## config.mk

```make
export PLATFORM = sky130hd
export DESIGN_NAME = mdu_seq
export DESIGN_NICKNAME = d
export VERILOG_FILES = /design/src/rtl/mdu_seq_pkg.sv /design/src/rtl/div_iter.sv /design/src/rtl/mdu_seq.sv
export SDC_FILE = /design/constraint.sdc
export NUM_CORES = 2
export LEC_CHECK = 0
export BUFFER_PORTS_ARGS = -buffer_cell sky130_fd_sc_hd__buf_2
export CAP_MARGIN = 20
export CORE_AREA = 5 5 392 394
export CTS_CLUSTER_SIZE = 40
export DETAILED_ROUTE_END_ITERATION = 10
export DIE_AREA = 0 0 397 399
export SYNTH_ARGS = -nofsm -noshare
export SYNTH_HDL_FRONTEND = slang
export SYNTH_SLANG_ARGS = --single-unit
```

## constraint.sdc

```tcl
create_clock -name clk -period 23.3 [get_ports clk]
set_clock_uncertainty 0.05 [all_clocks]
set_input_delay 0 -clock clk [delete_from_list [all_inputs] [get_ports clk]]
set_output_delay 0 -clock clk [all_outputs]
set_load 0.03 [all_outputs]
```

## src/rtl/mdu_seq_pkg.sv

```systemverilog
// Shared execute-stage operation codes and small decode helpers for the
// sequential multiply/divide unit.
package mdu_seq_pkg;

   localparam logic [7:0] EXE_NOP_OP   = 8'b0000_0000;
   localparam logic [7:0] EXE_MULT_OP  = 8'b0001_1000;
   localparam logic [7:0] EXE_MULTU_OP = 8'b0001_1001;
   localparam logic [7:0] EXE_DIV_OP   = 8'b0001_1010;
   localparam logic [7:0] EXE_DIVU_OP  = 8'b0001_1011;
   localparam logic [7:0] EXE_ADD_OP   = 8'b0010_0000;
   localparam logic [7:0] EXE_SUB_OP   = 8'b0010_0010;

   function automatic logic is_mul_op(input logic [7:0] op);
      return (op == EXE_MULT_OP) || (op == EXE_MULTU_OP);
   endfunction

   function automatic logic is_mdu_op(input logic [7:0] op);
      return is_mul_op(op) || (op == EXE_DIV_OP) || (op == EXE_DIVU_OP);
   endfunction

   function automatic logic is_signed_op(input logic [7:0] op);
      return (op == EXE_MULT_OP) || (op == EXE_DIV_OP);
   endfunction

endpackage

```

## src/rtl/div_iter.sv

```systemverilog
// Restoring radix-2 divider on unsigned magnitudes. The load edge already
// performs the first iteration, so ready rises after WIDTH-1 further edges.
module div_iter
   import mdu_seq_pkg::*;
#(
   parameter int WIDTH = 32,
   parameter int CNT_W = $clog2(WIDTH) + 1
) (
   input  logic             clk,
   input  logic             rst,
   input  logic             load,
   input  logic [WIDTH-1:0] dividend,
   input  logic [WIDTH-1:0] divisor,
   output logic [WIDTH-1:0] quotient,
   output logic [WIDTH-1:0] remainder,
   output logic             ready
);

   logic [WIDTH-1:0] rem_reg, quo_reg, dvs_reg;
   logic [CNT_W-1:0] cnt_reg;
   logic [WIDTH-1:0] src_rem, src_quo, src_dvs;
   logic [WIDTH-1:0] rem_next, quo_next;
   logic [WIDTH:0]   shifted, diff;

   always_comb begin
      src_rem  = load ? '0 : rem_reg;
      src_quo  = load ? dividend : quo_reg;
      src_dvs  = load ? divisor : dvs_reg;
      shifted  = {src_rem, src_quo[WIDTH-1]};
      diff     = shifted - {1'b0, src_dvs};
      // Partial remainder stays below the divisor, so bit WIDTH of diff is the borrow.
      if (!diff[WIDTH]) begin
         rem_next = diff[WIDTH-1:0];
         quo_next = {src_quo[WIDTH-2:0], 1'b1};
      end else begin
         rem_next = shifted[WIDTH-1:0];
         quo_next = {src_quo[WIDTH-2:0], 1'b0};
      end
   end

   always_ff @(posedge clk) begin
      if (rst) begin
         rem_reg <= '0;
         quo_reg <= '0;
         dvs_reg <= '0;
         cnt_reg <= '0;
      end else if (load) begin
         rem_reg <= rem_next;
         quo_reg <= quo_next;
         dvs_reg <= divisor;
         cnt_reg <= CNT_W'(1);
      end else if (cnt_reg != '0 && cnt_reg != CNT_W'(WIDTH)) begin
         rem_reg <= rem_next;
         quo_reg <= quo_next;
         cnt_reg <= cnt_reg + CNT_W'(1);
      end
   end

   assign quotient  = quo_reg;
   assign remainder = rem_reg;
   assign ready     = (cnt_reg == CNT_W'(WIDTH));

endmodule

```

## src/rtl/mdu_seq.sv

```systemverilog
// Sequential multiply/divide unit: single-cycle multiply, WIDTH-cycle
// restoring divide, with pipeline stall, flush and done handshake.
module mdu_seq
   import mdu_seq_pkg::*;
#(
   parameter int WIDTH = 32
) (
   input  logic             clk,
   input  logic             rst,
   input  logic             start,
   input  logic [7:0]       alucontrol,
   input  logic [WIDTH-1:0] a,
   input  logic [WIDTH-1:0] b,
   input  logic             flush,
   output logic [WIDTH-1:0] hi,
   output logic [WIDTH-1:0] lo,
   output logic             done,
   output logic             stall
);

   localparam logic [1:0] S_IDLE = 2'd0;
   localparam logic [1:0] S_MUL  = 2'd1;
   localparam logic [1:0] S_DIV  = 2'd2;
   localparam logic [1:0] S_FIN  = 2'd3;
   localparam int         CNT_W  = $clog2(WIDTH) + 1;

   typedef enum logic [1:0] {
      IDLE = S_IDLE,
      MUL  = S_MUL,
      DIV  = S_DIV,
      FIN  = S_FIN
   } state_t;

   state_t state_reg, state_next;

   logic [WIDTH-1:0]   a_reg, b_reg, hi_reg, lo_reg;
   logic               sgn_reg, dz_reg;
   logic               accept, div_load, sgn_in, div_ready;
   logic [WIDTH-1:0]   mag_a, mag_b, div_q, div_r, fix_q, fix_r;
   logic [2*WIDTH-1:0] ext_a, ext_b, prod;

   assign accept = start && !flush && is_mdu_op(alucontrol);
   assign sgn_in = is_signed_op(alucontrol);
   assign mag_a  = (sgn_in && a[WIDTH-1]) ? -a : a;
   assign mag_b  = (sgn_in && b[WIDTH-1]) ? -b : b;

   div_iter #(
      .WIDTH (WIDTH),
      .CNT_W (CNT_W)
   ) u_div_iter (
      .clk       (clk),
      .rst       (rst),
      .load      (div_load),
      .dividend  (mag_a),
      .divisor   (mag_b),
      .quotient  (div_q),
      .remainder (div_r),
      .ready     (div_ready)
   );

   assign ext_a = {{WIDTH{sgn_reg & a_reg[WIDTH-1]}}, a_reg};
   assign ext_b = {{WIDTH{sgn_reg & b_reg[WIDTH-1]}}, b_reg};
   assign prod  = ext_a * ext_b;
   // Quotient sign follows the operand signs; remainder follows the dividend.
   assign fix_q = (sgn_reg && (a_reg[WIDTH-1] ^ b_reg[WIDTH-1])) ? -div_q : div_q;
   assign fix_r = (sgn_reg && a_reg[WIDTH-1]) ? -div_r : div_r;

   always_ff @(posedge clk) begin
      if (rst) begin
         state_reg <= IDLE;
      end else begin
         state_reg <= state_next;
      end
   end

   always_comb begin
      state_next = state_reg;
      stall      = 1'b0;
      done       = 1'b0;
      div_load   = 1'b0;
      case (state_reg)
         IDLE: begin
            if (accept) begin
               stall      = 1'b1;
               div_load   = 1'b1;
               state_next = is_mul_op(alucontrol) ? MUL : DIV;
            end
         end
         MUL: begin
            if (flush) begin
               state_next = IDLE;
            end else begin
               stall      = 1'b1;
               state_next = FIN;
            end
         end
         DIV: begin
            if (flush) begin
               state_next = IDLE;
            end else begin
               stall = 1'b1;
               if (dz_reg || div_ready) begin
                  state_next = FIN;
               end
            end
         end
         FIN: begin
            done       = 1'b1;
            state_next = IDLE;
         end
         default: state_next = IDLE;
      endcase
      if (rst) begin
         stall = 1'b0;
      end
   end

   always_ff @(posedge clk) begin
      if (rst) begin
         a_reg   <= '0;
         b_reg   <= '0;
         sgn_reg <= 1'b0;
         dz_reg  <= 1'b0;
         hi_reg  <= '0;
         lo_reg  <= '0;
      end else begin
         case (state_reg)
            IDLE: begin
               if (accept) begin
                  a_reg   <= a;
                  b_reg   <= b;
                  sgn_reg <= sgn_in;
                  dz_reg  <= (b == '0);
               end
            end
            MUL: begin
               if (!flush) begin
                  {hi_reg, lo_reg} <= prod;
               end
            end
            DIV: begin
               if (!flush) begin
                  if (dz_reg) begin
                     lo_reg <= '1;
                     hi_reg <= a_reg;
                  end else if (div_ready) begin
                     lo_reg <= fix_q;
                     hi_reg <= fix_r;
                  end
               end
            end
            default: ;
         endcase
      end
   end

   assign hi = hi_reg;
   assign lo = lo_reg;

endmodule

```

* Word-level counts from Yosys, hierarchy flattened
Index checks and enable logic that the tools add are counted.
** Operators by class
- Reductions and logical operators :: 23
- $mul :: 1
- Bitwise logic cells :: 3
- Equal/unequal tests :: 14
- Muxes and demuxes :: 37
- Add/sub/neg operators :: 6
** Operator list (number)
- $mux W32 :: 20
- $neg A32 Y32 :: 4
- $pmux W32 S2 :: 2
- $mul A33 B33 Y64 :: 1
- $sub A33 B32 Y33 :: 1
- $eq A8 B5 Y1 const B :: 4
- $logic_not A32 Y1 :: 1
- $mux W2 :: 5
- $mux W1 :: 8
- $pmux W2 S4 :: 1
- $logic_and A1 B1 Y1 :: 7
- $add A6 B1 Y6 const B :: 1
- $eq A6 B6 Y1 const B :: 1
- $ne A2 B2 Y1 const B :: 3
- $ne A3 B3 Y1 const B :: 2
- $ne A6 B6 Y1 const B :: 1
- $reduce_bool A6 Y1 :: 1
- $logic_or A1 B1 Y1 :: 5
- $eq A2 B2 Y1 const B :: 2
- $reduce_and A2 Y1 :: 2
- $reduce_and A4 Y1 :: 1
- $reduce_bool A2 Y1 :: 2
- $reduce_or A2 Y1 :: 2
- $and A1 B1 Y1 :: 2
- other kinds (5) :: 5
** Word-level totals
- Bits in registers :: 234
- Output and inout port bits :: 66
- Word-level logic and storage cells :: 96

* Depth between registers and ports, before layout
- Depth after elaboration :: 12
- Mapped depth :: 32
- Depth with buffers taken out :: 28

* Hierarchy
A second synthesis with hierarchy kept.
** Unflattened totals
- Cells, all modules :: 6148
- Area total of the unflattened synthesis :: 52535.4 sq um
** Modules (own cells, without submodules)
- mdu_seq :: area an instance 46291.9 sq um, seq. area each 2642.5 sq um, instances 1, cells an instance 5357
- div_iter :: area an instance 6243.5 sq um, seq. area each 2042.0 sq um, instances 1, cells an instance 791

* Worst setup path after synthesis
OpenSTA, ideal clock, no wires.
- Path kind :: register -> register
- Start :: reg a_reg[31]
- End :: reg hi_reg[26] (netlist: hi[26])
- Arrival :: 8.359 ns
- Buffers on the path :: 3
- Stages on the path, launching flop included :: 30
- Setup slack :: 14.759 ns
- Data required time :: 23.118 ns
- Setup time :: 0.132 ns
- Clock period less this slack :: 8.541 ns
- Cell sequence :: dfxtp_1 > clkbuf_1 > and2_0 > clkbuf_1 > clkbuf_1 > nand2_1 > inv_1 > fa_1 > fa_1 > fa_1 > fa_1 > inv_1 > fa_1 > inv_1 > fa_1 > inv_1 > fa_1 > fa_1 > inv_1 > ha_1 > a21o_1 > a21o_1 > a21oi_1 > o21ai_0 > a211o_1 > a2111oi_0 > nor2_1 > a21oi_1 > xor2_1 > a21oi_1
** On the way
- Longest elaborated chain between the ends :: 6
- Elaborated cells on any way between the ends :: 9
- Classes of those cells :: mul (1); mux (6); bitwise (1); reduce/logical (1)
** Ends and longest elaborated chain
- start, declared :: RTL line mdu_seq.sv:36 : logic [WIDTH-1:0] a_reg, b_reg, hi_reg, lo_reg;
- start signal, assigned :: RTL line mdu_seq.sv:120 : a_reg <= '0;
- start signal, assigned :: RTL line mdu_seq.sv:130 : a_reg <= a;
- parallel branches: the longest is 5 deep, another holds $mul A33 B33 Y64
- $pmux W32 S2 * :: RTL line mdu_seq.sv:127 : case (state_reg)
- end signal, assigned :: RTL line mdu_seq.sv:138 : {hi_reg, lo_reg} <= prod;
- end signal, assigned :: RTL line mdu_seq.sv:145 : hi_reg <= a_reg;
- end signal, assigned :: RTL line mdu_seq.sv:148 : hi_reg <= fix_r;
- end, declared :: RTL line mdu_seq.sv:36
Mark *: on every way between the ends. The select of a mux whose other input is x is not followed.
A chain may end at the register's enable or synchronous reset.

* Worst setup path after layout
Same ends and word-level chain as after synthesis.

==> results.cfg <==
[synthesis]
synth_cell_type_count = 81
synth_ff_type = dfxtp_1
postSynthCellCount = 6095
ys_warn_count = 0
ys_seq_area_share_pct = 9.02
synth-async-reset-ratio_pct = 0
synth_area_sq_um = 51900
ys_seq_elements = 234
synth_fp_nets = 7553
synth_edf_count = 0
avgSynthCellArea_sq_um = 8.52

[pwr]
peakVddDrop_mv = 0.109
pwr-share-clk_pct = 22.6
power_density_nw_per_um2 = 37.3
switching_share_pct = 45.2
internal_power_mw = 1.15
p_seq_share_pct = 23.5
combinationalPowerShare_pct = 53.9
power_switching_mw = 0.950
leakage_nw = 26.2

[grt]
grt_pass1_vias = 44100
grt-ovfl-total = 0
track_usage_pct = 20.1
grt_max_degree = 105
grt_pass1_wl_microns = 252000
antenna_found_initial = 10

[worst_setup_path]
reg2reg_from = a_reg[31]
r2r_setup_slack_ns = 13.70
rr_worst_depth = 30
endpoint_kind = register
worstReg2RegEnd = hi[26]
worstPathArrival_ns = 9.95
critical_path_class = register to register
crit_slowest_cell = fa_1
worstPathMaxFanout = 54
worstPathRequired_ns = 23.65
start_kind = register
crit_top_cell = fa_1
critPathMaxStageDelay_ns = 0.87

[final_layout]
nets = 7506
design_area_sq_um = 56300
syn2layout_area_growth_pct = 8.36
layout_common_cells = 1160 x inv_1, 1126 x fa_1, 1076 x nand2_1, 368 x and2_1, 284 x nor2_1
layout-drive-gt1-share_pct = 5.11
final_common_cell = inv_1

[clocking]
ctsResizeCount = 0
htreeDepth = 1
cts_made_buffers = 29
insertion_delay_ns = 0.57
cts_setup_buffers = 0
clkSinkCount = 234
clockBufferDepth = 3
cts_tree = yes
root_buffer = clkbuf_16
clk_pin_slew_ns = 0.06

[placed_design]
port_buffers = 141
hpwl_microns = 124000
place_area_sq_um = 54300
gp_congestion = 0.924

[status]
status = completed

[worst_hold_path]
hold_start = start
hold_depth = 5
hold_end = a_reg[2]
hold_path.class = input pin to register

[floorplanning]
die_h_microns = 399
pin_count = 142
rows = 142
initial_core_util_pct = 34.7
core_sq_um = 149000
die_area_sq_um = 158000
die_w_microns = 397

[route]
ant_nets = 0
wirelength_microns = 157000
drtIter0Drc = 2865
via_count = 41100
wl_per_cell_microns = 19.4
routed_via_density = 5.08
drc = 0
firstDrtPassIters = 6

[timing]
fin_crit_ns = 9.60
setup_viol = 0
max_freq_mhz = 104
tns_ns = 0
period_share_pct = 41.2
hold_viol = 0
rsz0062_at_grt = false
slew_viol_final = 0
worst_pin_slew_ns = 1.01
max-slew-margin-rel_pct = 32.5

[run]
drv_cap = 0
[Yosys cell counts (11+ instances only)]
master    instances  area, sq um
inv_1          1160         4350
fa_1           1126        22500
nand2_1        1076         4040
clkbuf_1        375         1410
and2_1          367         2300
nor2_1          285         1070
a21oi_1         258         1290
ha_1            256         3200
dfxtp_1         234         4680
o21ai_0         123          616
xnor2_1         122         1070
xor2_1           91          797
nor3_1           48          240
a21o_1           44          330
a311oi_1         44          385
and3_1           37          231
nand3_1          36          180
a211oi_1         30          225
o31ai_1          30          225
o211ai_1         29          218
o221ai_1         24          210
nand2b_1         23          144
nand4_1          23          144
nor4_1           18          113
mux2i_1          17          170
a31oi_1          15         93.8
buf_1            14         52.6
or3_1            14         87.6
nor2b_1          12         75.1
o21a_1           11         82.6
o41ai_1          11         96.3
[how the worst max path moves through the flow]
stage,start,to
floorplan,a_reg[31],hi[26]
global placement,a_reg[31],hi[26]
detailed placement,a_reg[31],hi[26]
CTS,a_reg[31],hi[26]
global route,a_reg[31],hi[26]
finish,a_reg[31],hi[26]
[power by group through the flow]
stage | Sequential (mW) | Combinational, mW | Clock [mW]
floorplan | 0.508 | 0.838 | 0
global placement | 0.500 | 1.10 | 0
detailed placement | 0.500 | 1.11 | 0
CTS | 0.492 | 1.13 | 0.480
global route | 0.497 | 1.23 | 0.497
finish | 0.494 | 1.13 | 0.475
[critical path, delay by kind of cell, from the launching register on]
family,cells,cell delay [ns]
adders and majority gates,9,4.65
xor gates and xnor gates,1,0.18
and+or+nand+nor,3,0.59
buffers and inverters,9,1.85
DFF,1,0.31
AOI/OAI and AO/OA,8,1.79
[area by class of cell]
| class | count | area (sq um) |
|---|---|---|
| repair buffers | 314 | 2250 |
| diodes | 4 | 10.0 |
| inverters | 1160 | 4350 |
| flip-flops and latches | 234 | 4700 |
| clock inverters | 15 | 206 |
| fillers | 15200 | 93200 |
| multi-input cells | 4309 | 41400 |
| clock buffers | 36 | 782 |
| well taps | 2016 | 2520 |
[logic make-up after synthesis]
kind of cell	share of synthesized area, %
AOI/OAI and AO/OA	8.62
xor gates and xnor gates	3.70
adders and majority gates	49.6
buffers and inverters	11.2
DFF	9.02
muxes	0.349
and+or+nand+nor	17.5
[metrics by stage]
step                util [%]  hold WS [ns]  setup WS (ns)  total power [mW]  cells
global placement        36.3         0.236          13.86              1.60   7936
finish                  37.7        0.0210          13.70              2.10   8088
floorplan                  -        0.0860          14.76              1.35   6095
CTS                     37.6       0.00473          13.72              2.10   8083
detailed placement      36.3         0.237          13.76              1.61   7936
global route            37.6        0.0767          13.05              2.23   8087
[timing repair]
action | 4_1_cts | 5_1_grt
hold endpoints to repair | 132 | 0
hold buffers | 96 | 0
endpoints found under the setup margin | 0 | 0
[layer usage]
layer	vias to the layer above	wire, microns	track usage, %
met5	-	13	0
met4	2	7010	7.74
met3	304	11200	2.61
met2	1438	75300	34.3
met1	21000	63400	26.1
li1	18400	-	-
(Power assumes the default switching activity.)
